[src/rtl/capture_ctrl_pkg.sv]
// Shared definitions for the SPI-driven capture controller: opcodes, FSM states,
// status-byte layout and the fixed MISO filler bytes.
package capture_ctrl_pkg;

  typedef enum logic [7:0] {
    CMD_START      = 8'h01,
    CMD_STOP       = 8'h02,
    CMD_SET_REDUCE = 8'h03,
    CMD_STATUS     = 8'h10,
    CMD_READ       = 8'h20
  } cmd_e;

  typedef enum logic [2:0] {
    ST_IDLE    = 3'd0,
    ST_CMD     = 3'd1,
    ST_ARG     = 3'd2,
    ST_STATUS  = 3'd3,
    ST_READ    = 3'd4,
    ST_DISCARD = 3'd5
  } state_t;

  localparam int STAT_BIT_CAPTURE  = 7;
  localparam int STAT_BIT_OVERFLOW = 6;
  localparam int STAT_BIT_FULL     = 5;
  localparam int STAT_BIT_EMPTY    = 4;

  localparam logic [7:0] TX_IDLE_BYTE = 8'h00;
  localparam logic [7:0] TX_ERR_BYTE  = 8'hFF;

endpackage

[src/rtl/capture_ctrl.sv]
// Byte-command controller between the SPI slave, the I2S capture path and the
// sample FIFO read port. READ streams FIFO words with one-word prefetch.
module capture_ctrl
  import capture_ctrl_pkg::*;
#(
  parameter int FIFO_WIDTH     = 8,
  parameter int COUNT_WIDTH    = 21,
  parameter int REDUCE_WIDTH   = 4,
  parameter int DEFAULT_REDUCE = 2
) (
  input  logic                    clk,
  input  logic                    rst_n,
  input  logic                    spi_cs_active,
  input  logic                    spi_rx_valid,
  input  logic [7:0]              spi_rx_data,
  output logic [7:0]              spi_tx_data,
  output logic                    fifo_rd_en,
  input  logic [FIFO_WIDTH-1:0]   fifo_rd_data,
  input  logic                    fifo_empty,
  input  logic                    fifo_full,
  input  logic [COUNT_WIDTH-1:0]  fifo_count,
  output logic                    capture_en,
  output logic [REDUCE_WIDTH-1:0] reduce_factor,
  output logic                    overflow
);

  state_t                  state;
  logic                    cs_prev;
  logic                    rd_pend;     // popped word arrives this cycle
  logic                    tx_fifo;     // spi_tx_data holds a FIFO word not yet shifted out
  logic                    hold_valid;
  logic [7:0]              hold;
  logic [23:0]             stat_sr;
  logic [7:0]              status_flags;
  logic [REDUCE_WIDTH-1:0] arg_reduce;
  logic                    cs_rise, cs_fall, read_byte;

  assign cs_rise   = spi_cs_active && !cs_prev;
  assign cs_fall   = !spi_cs_active && cs_prev;
  assign read_byte = spi_rx_valid &&
                     ((state == ST_CMD && spi_rx_data == CMD_READ) || state == ST_READ);

  // NOTE: every always_comb output gets a default first so no latch can be inferred.
  always_comb begin
    status_flags                    = '0;
    status_flags[STAT_BIT_CAPTURE]  = capture_en;
    status_flags[STAT_BIT_OVERFLOW] = overflow;
    status_flags[STAT_BIT_FULL]     = fifo_full;
    status_flags[STAT_BIT_EMPTY]    = fifo_empty;
    arg_reduce = spi_rx_data[REDUCE_WIDTH-1:0];
    if (arg_reduce == '0) arg_reduce = REDUCE_WIDTH'(1);
  end

  // NOTE: state is updated with non-blocking assignments only; later assignments in the
  // block deliberately override earlier ones (READ prefetch, overflow set, frame end).
  always_ff @(posedge clk) begin
    if (!rst_n) begin
      state         <= ST_IDLE;
      cs_prev       <= 1'b1;  // a frame already open at reset is not seen as a new one
      rd_pend       <= 1'b0;
      tx_fifo       <= 1'b0;
      hold_valid    <= 1'b0;
      hold          <= '0;
      stat_sr       <= '0;
      spi_tx_data   <= TX_IDLE_BYTE;
      fifo_rd_en    <= 1'b0;
      capture_en    <= 1'b0;
      reduce_factor <= REDUCE_WIDTH'(DEFAULT_REDUCE);
      overflow      <= 1'b0;
    end else begin
      cs_prev    <= spi_cs_active;
      fifo_rd_en <= 1'b0;
      rd_pend    <= fifo_rd_en;

      // A word popped after the frame closed is parked for the next READ.
      if (rd_pend) begin
        if (spi_cs_active) begin
          spi_tx_data <= 8'(fifo_rd_data);
          tx_fifo     <= 1'b1;
        end else begin
          hold       <= 8'(fifo_rd_data);
          hold_valid <= 1'b1;
        end
      end

      case (state)
        ST_IDLE: if (cs_rise) begin
          state       <= ST_CMD;
          spi_tx_data <= TX_IDLE_BYTE;
          tx_fifo     <= 1'b0;
        end
        ST_CMD: if (spi_rx_valid) begin
          state       <= ST_DISCARD;
          spi_tx_data <= TX_IDLE_BYTE;
          tx_fifo     <= 1'b0;
          case (spi_rx_data)
            CMD_START: begin
              capture_en <= 1'b1;
              overflow   <= 1'b0;
            end
            CMD_STOP:       capture_en <= 1'b0;
            CMD_SET_REDUCE: state <= ST_ARG;
            CMD_STATUS: begin
              state       <= ST_STATUS;
              spi_tx_data <= status_flags;
              stat_sr     <= 24'(fifo_count);
            end
            CMD_READ:       state <= ST_READ;
            default:        spi_tx_data <= TX_ERR_BYTE;
          endcase
        end
        ST_ARG: if (spi_rx_valid) begin
          reduce_factor <= arg_reduce;
          state         <= ST_DISCARD;
        end
        ST_STATUS: if (spi_rx_valid) begin
          spi_tx_data <= stat_sr[23:16];
          stat_sr     <= {stat_sr[15:0], 8'h00};
        end
        default: ;
      endcase

      if (read_byte) begin
        if (hold_valid) begin
          if (spi_cs_active) begin
            spi_tx_data <= hold;
            hold_valid  <= 1'b0;
            tx_fifo     <= 1'b1;
          end
        end else if (!fifo_empty && !fifo_rd_en) begin
          fifo_rd_en <= 1'b1;
          tx_fifo    <= 1'b0;
        end else begin
          spi_tx_data <= TX_IDLE_BYTE;
          tx_fifo     <= 1'b0;
        end
      end

      if (cs_fall) begin
        state   <= ST_IDLE;
        tx_fifo <= 1'b0;
        // The prefetched byte never reached MISO; keep it for the next READ.
        if (state == ST_READ && !spi_rx_valid && tx_fifo && !fifo_rd_en && !rd_pend) begin
          hold       <= spi_tx_data;
          hold_valid <= 1'b1;
        end
      end

      if (fifo_full && capture_en) overflow <= 1'b1;
    end
  end

endmodule
[config.mk]
export PLATFORM = sky130hd
export DESIGN_NAME = capture_ctrl
export DESIGN_NICKNAME = d
export VERILOG_FILES = /design/src/rtl/capture_ctrl_pkg.sv /design/src/rtl/capture_ctrl.sv
export SDC_FILE = /design/constraint.sdc
export NUM_CORES = 1
export LEC_CHECK = 0
export ABC_AREA = 0
export BUFFER_PORTS_ARGS = -buffer_cell sky130_fd_sc_hd__buf_2
export CAP_MARGIN = 20
export CORE_UTILIZATION = 40
export CTS_CLUSTER_SIZE = 14
export DETAILED_ROUTE_END_ITERATION = 16
export HOLD_SLACK_MARGIN = 0.02
export SYNTH_ARGS = -nofsm -noshare
export SYNTH_HDL_FRONTEND = slang
export SYNTH_SLANG_ARGS = --single-unit
[constraint.sdc]
create_clock -name clk -period 5.5 [get_ports clk]
set_input_delay 0 -clock clk [delete_from_list [all_inputs] [get_ports clk]]
set_output_delay 0 -clock clk [all_outputs]
set_load 0.01 [all_outputs]
==> results.ini <==
[final_layout]
drive_gt1_share_pct=25.5
num-nets-final=427
syn_to_final_growth_pct=21.3
fin_cells=481
antenna_cells=0
fin_area_um2=3430
utilization_pct=50.5

[clock_network]
htreeDepth=2
cts.sinks=54
cts_tree=built
cts.repair.resized=0
cts-root-buf=clkbuf_8
clockBufferDepth=2
clock_latency_ns=0.30
cts_buffers=5
clk_pin_slew_worst_paths_ns=0.10

[detailed_routing]
wirelength_mm=6.64
drc_errors=0
dr.first_iter.drc_count=182
drt.antenna.violating_nets=0
num_vias=2531
wl_per_cell_um=13.8
dr.pass1.iters=5
vias_per_cell=5.26

[timing]
slew_violations=0
period_share_pct=43.0
fin_hold_ws_ns=0.0262
max_freq_ghz=0.423
finalSetupViolCount=0
skew_ns=0.00362
setup-tns-final_ns=0
finalHoldViolCount=0
finalCriticalPeriod_ns=2.36
worstMarginPinSlew_ns=0.877
slew_headroom_pct=41.0
rsz0062_at_grt=false
setup_slack_ns=3.14

[floorplanning]
start_util_pct=41.6
num_io_pins=58
rows=30
die_y_um=86.1
core_area_um2=6790
die_width_um=86.1
dieArea_um2=7410

[synth]
synth-async-reset-ratio_pct=0
ys_types=52
ys_seq_area_share_pct=38.2
avgSynthCellArea_um2=8.98
ys.warnings.count=0
synth_edf_count=0
syn_inst=315
synth_common_cells=54 x dfxtp_1, 50 x nand2_1, 29 x nor2_1, 21 x a21oi_1, 16 x mux2i_1
ys_ff_latch=54
synth_fp_nets=358
yosysTopAreaCell=dfxtp_1
synth_most_common_cell=dfxtp_1
synthTopCellsByArea=dfxtp_1 38%, a311oi_2 6.9%, nand2_1 6.6%
synth_area_um2=2830
ys.flop_type=dfxtp_1
yosysTopAreaCellShare_pct=38.2

[placement]
dp_cells=447
dp_hpwl_mm=4.59
gp_congestion=0.760
place_area_um2=3060
dp_slack_ns=3.26
port_buffers=57

[run]
maxCapViolations=0

[global_routing]
grt_max_degree=30
grt_first_pass_wirelength_mm=10.9
grt_pass1_vias=2234
grt.total_usage_pct=18.8
overflow=0
antenna_found_initial=0

[setup_path]
cpPeakStageDelay_ns=0.67
crit_path_cell_trace=dlygate4sd3_1 -> buf_2 -> or4_1 -> or4_4 -> nand2_8 -> nor2_1 -> a311oi_2
cp_slowest_cell=or4_1
cp_top_family=simple AND/OR/NAND/NOR gates
cp-start-kind=input port
worstPathArrival_ns=2.59
critPathBufInv=2
critical_path_required_ns=5.73
ff2ff_setup_slack_ns=3.23
cp-end-kind=register
path_class=in2reg
cp_max_fo=29

[outcome]
status=finished clean

[power]
ir_worst_vdd_mv=0.121
total_power_uw=741
leakagePower_nw=1.36
power_density_nw_per_um2=216

[min_path]
holdCritPathClass=in2reg

[final timing paths]
check | startpoint | depth (start not counted) | to
max | spi_rx_data[3] | 7 | stat_sr[8]
min | spi_rx_data[1] | 3 | reduce_factor[1]
max reg2reg | state[1] | 5 | stat_sr[8]
min reg2reg | stat_sr[22] | 2 | stat_sr[22]
[registers in the layout, summed over array words and instances (netlist names), 3 cells and up]
signal         cells
hold               8
reduce_factor      4
spi_tx_data        8
stat_sr           24
state              3
[cell type report]
type | count | area, µm²
inverter | 3 | 11.3
timing repair buffer | 84 | 553
tap | 96 | 120
clock inverter | 2 | 37.5
fill | 660 | 3360
sequential | 54 | 1080
clock buffer | 6 | 72.6
multi-input combinational | 236 | 1560
[worst reg2reg max path: cells and delay by family (launching register included)]
family | cells | cell delay [ns]
and+or+nand+nor | 4 | 1.52
DFF | 1 | 0.46
AOI/OAI and AO/OA | 1 | 0.22
[per-layer routing]
| layer | global-route usage (%) | vias to the layer above | share of wire, % |
|---|---|---|---|
| met5 | 0 | - | 0 |
| met4 | 5.91 | 0 | 0.54 |
| met3 | 3.66 | 2 | 5.1 |
| met2 | 29.2 | 73 | 45 |
| met1 | 26.2 | 1175 | 50 |
| li1 | - | 1281 | - |
[where the power goes]
part,internal (mW),switching (mW),total [mW],leakage [nW]
combinational,0.0377,0.0386,0.0763,0.871
clock,0.136,0.131,0.267,0.0514
sequential,0.394,0.00349,0.398,0.436
total,0.568,0.173,0.741,1.36
[kinds of logic (layout without fill, tap and decap cells)]
logic type | Yosys count | in the layout | share of synthesized area (%)
AOI/OAI and AO/OA | 82 | 82 | 23.9
buffers and inverters | 25 | 95 | 6.81
DFF | 54 | 54 | 38.2
and+or+nand+nor | 134 | 134 | 23.8
muxes | 20 | 20 | 7.25
[timing repair]
item | 4_1_cts | 5_1_grt
hold buffers | 26 | 0
setup buffers | 0 | 0
endpoints found under the hold margin | 27 | 0
[cell usage in the layout, fill, tap and decap left out, types with 2 or more instances in the layout]
master	instances
buf_2	57
dfxtp_1	54
nand2_1	50
nor2_1	29
dlygate4sd3_1	26
a21oi_1	21
mux2i_1	16
nand3_1	14
a311oi_2	13
a211oi_1	10
o2bb2ai_1	8
nor2_2	8
nand2b_1	5
a221oi_1	5
clkbuf_8	5
nor3_1	4
mux2_2	4
o211ai_1	4
o21ai_0	4
o211a_1	4
inv_1	3
nor4_1	3
a21o_1	3
nor3b_1	2
or3b_2	2
o21a_1	2
nand3b_1	2
nor4bb_1	2
and2_1	2
a21boi_0	2
Note: power is estimated with default switching activity, not from simulation.
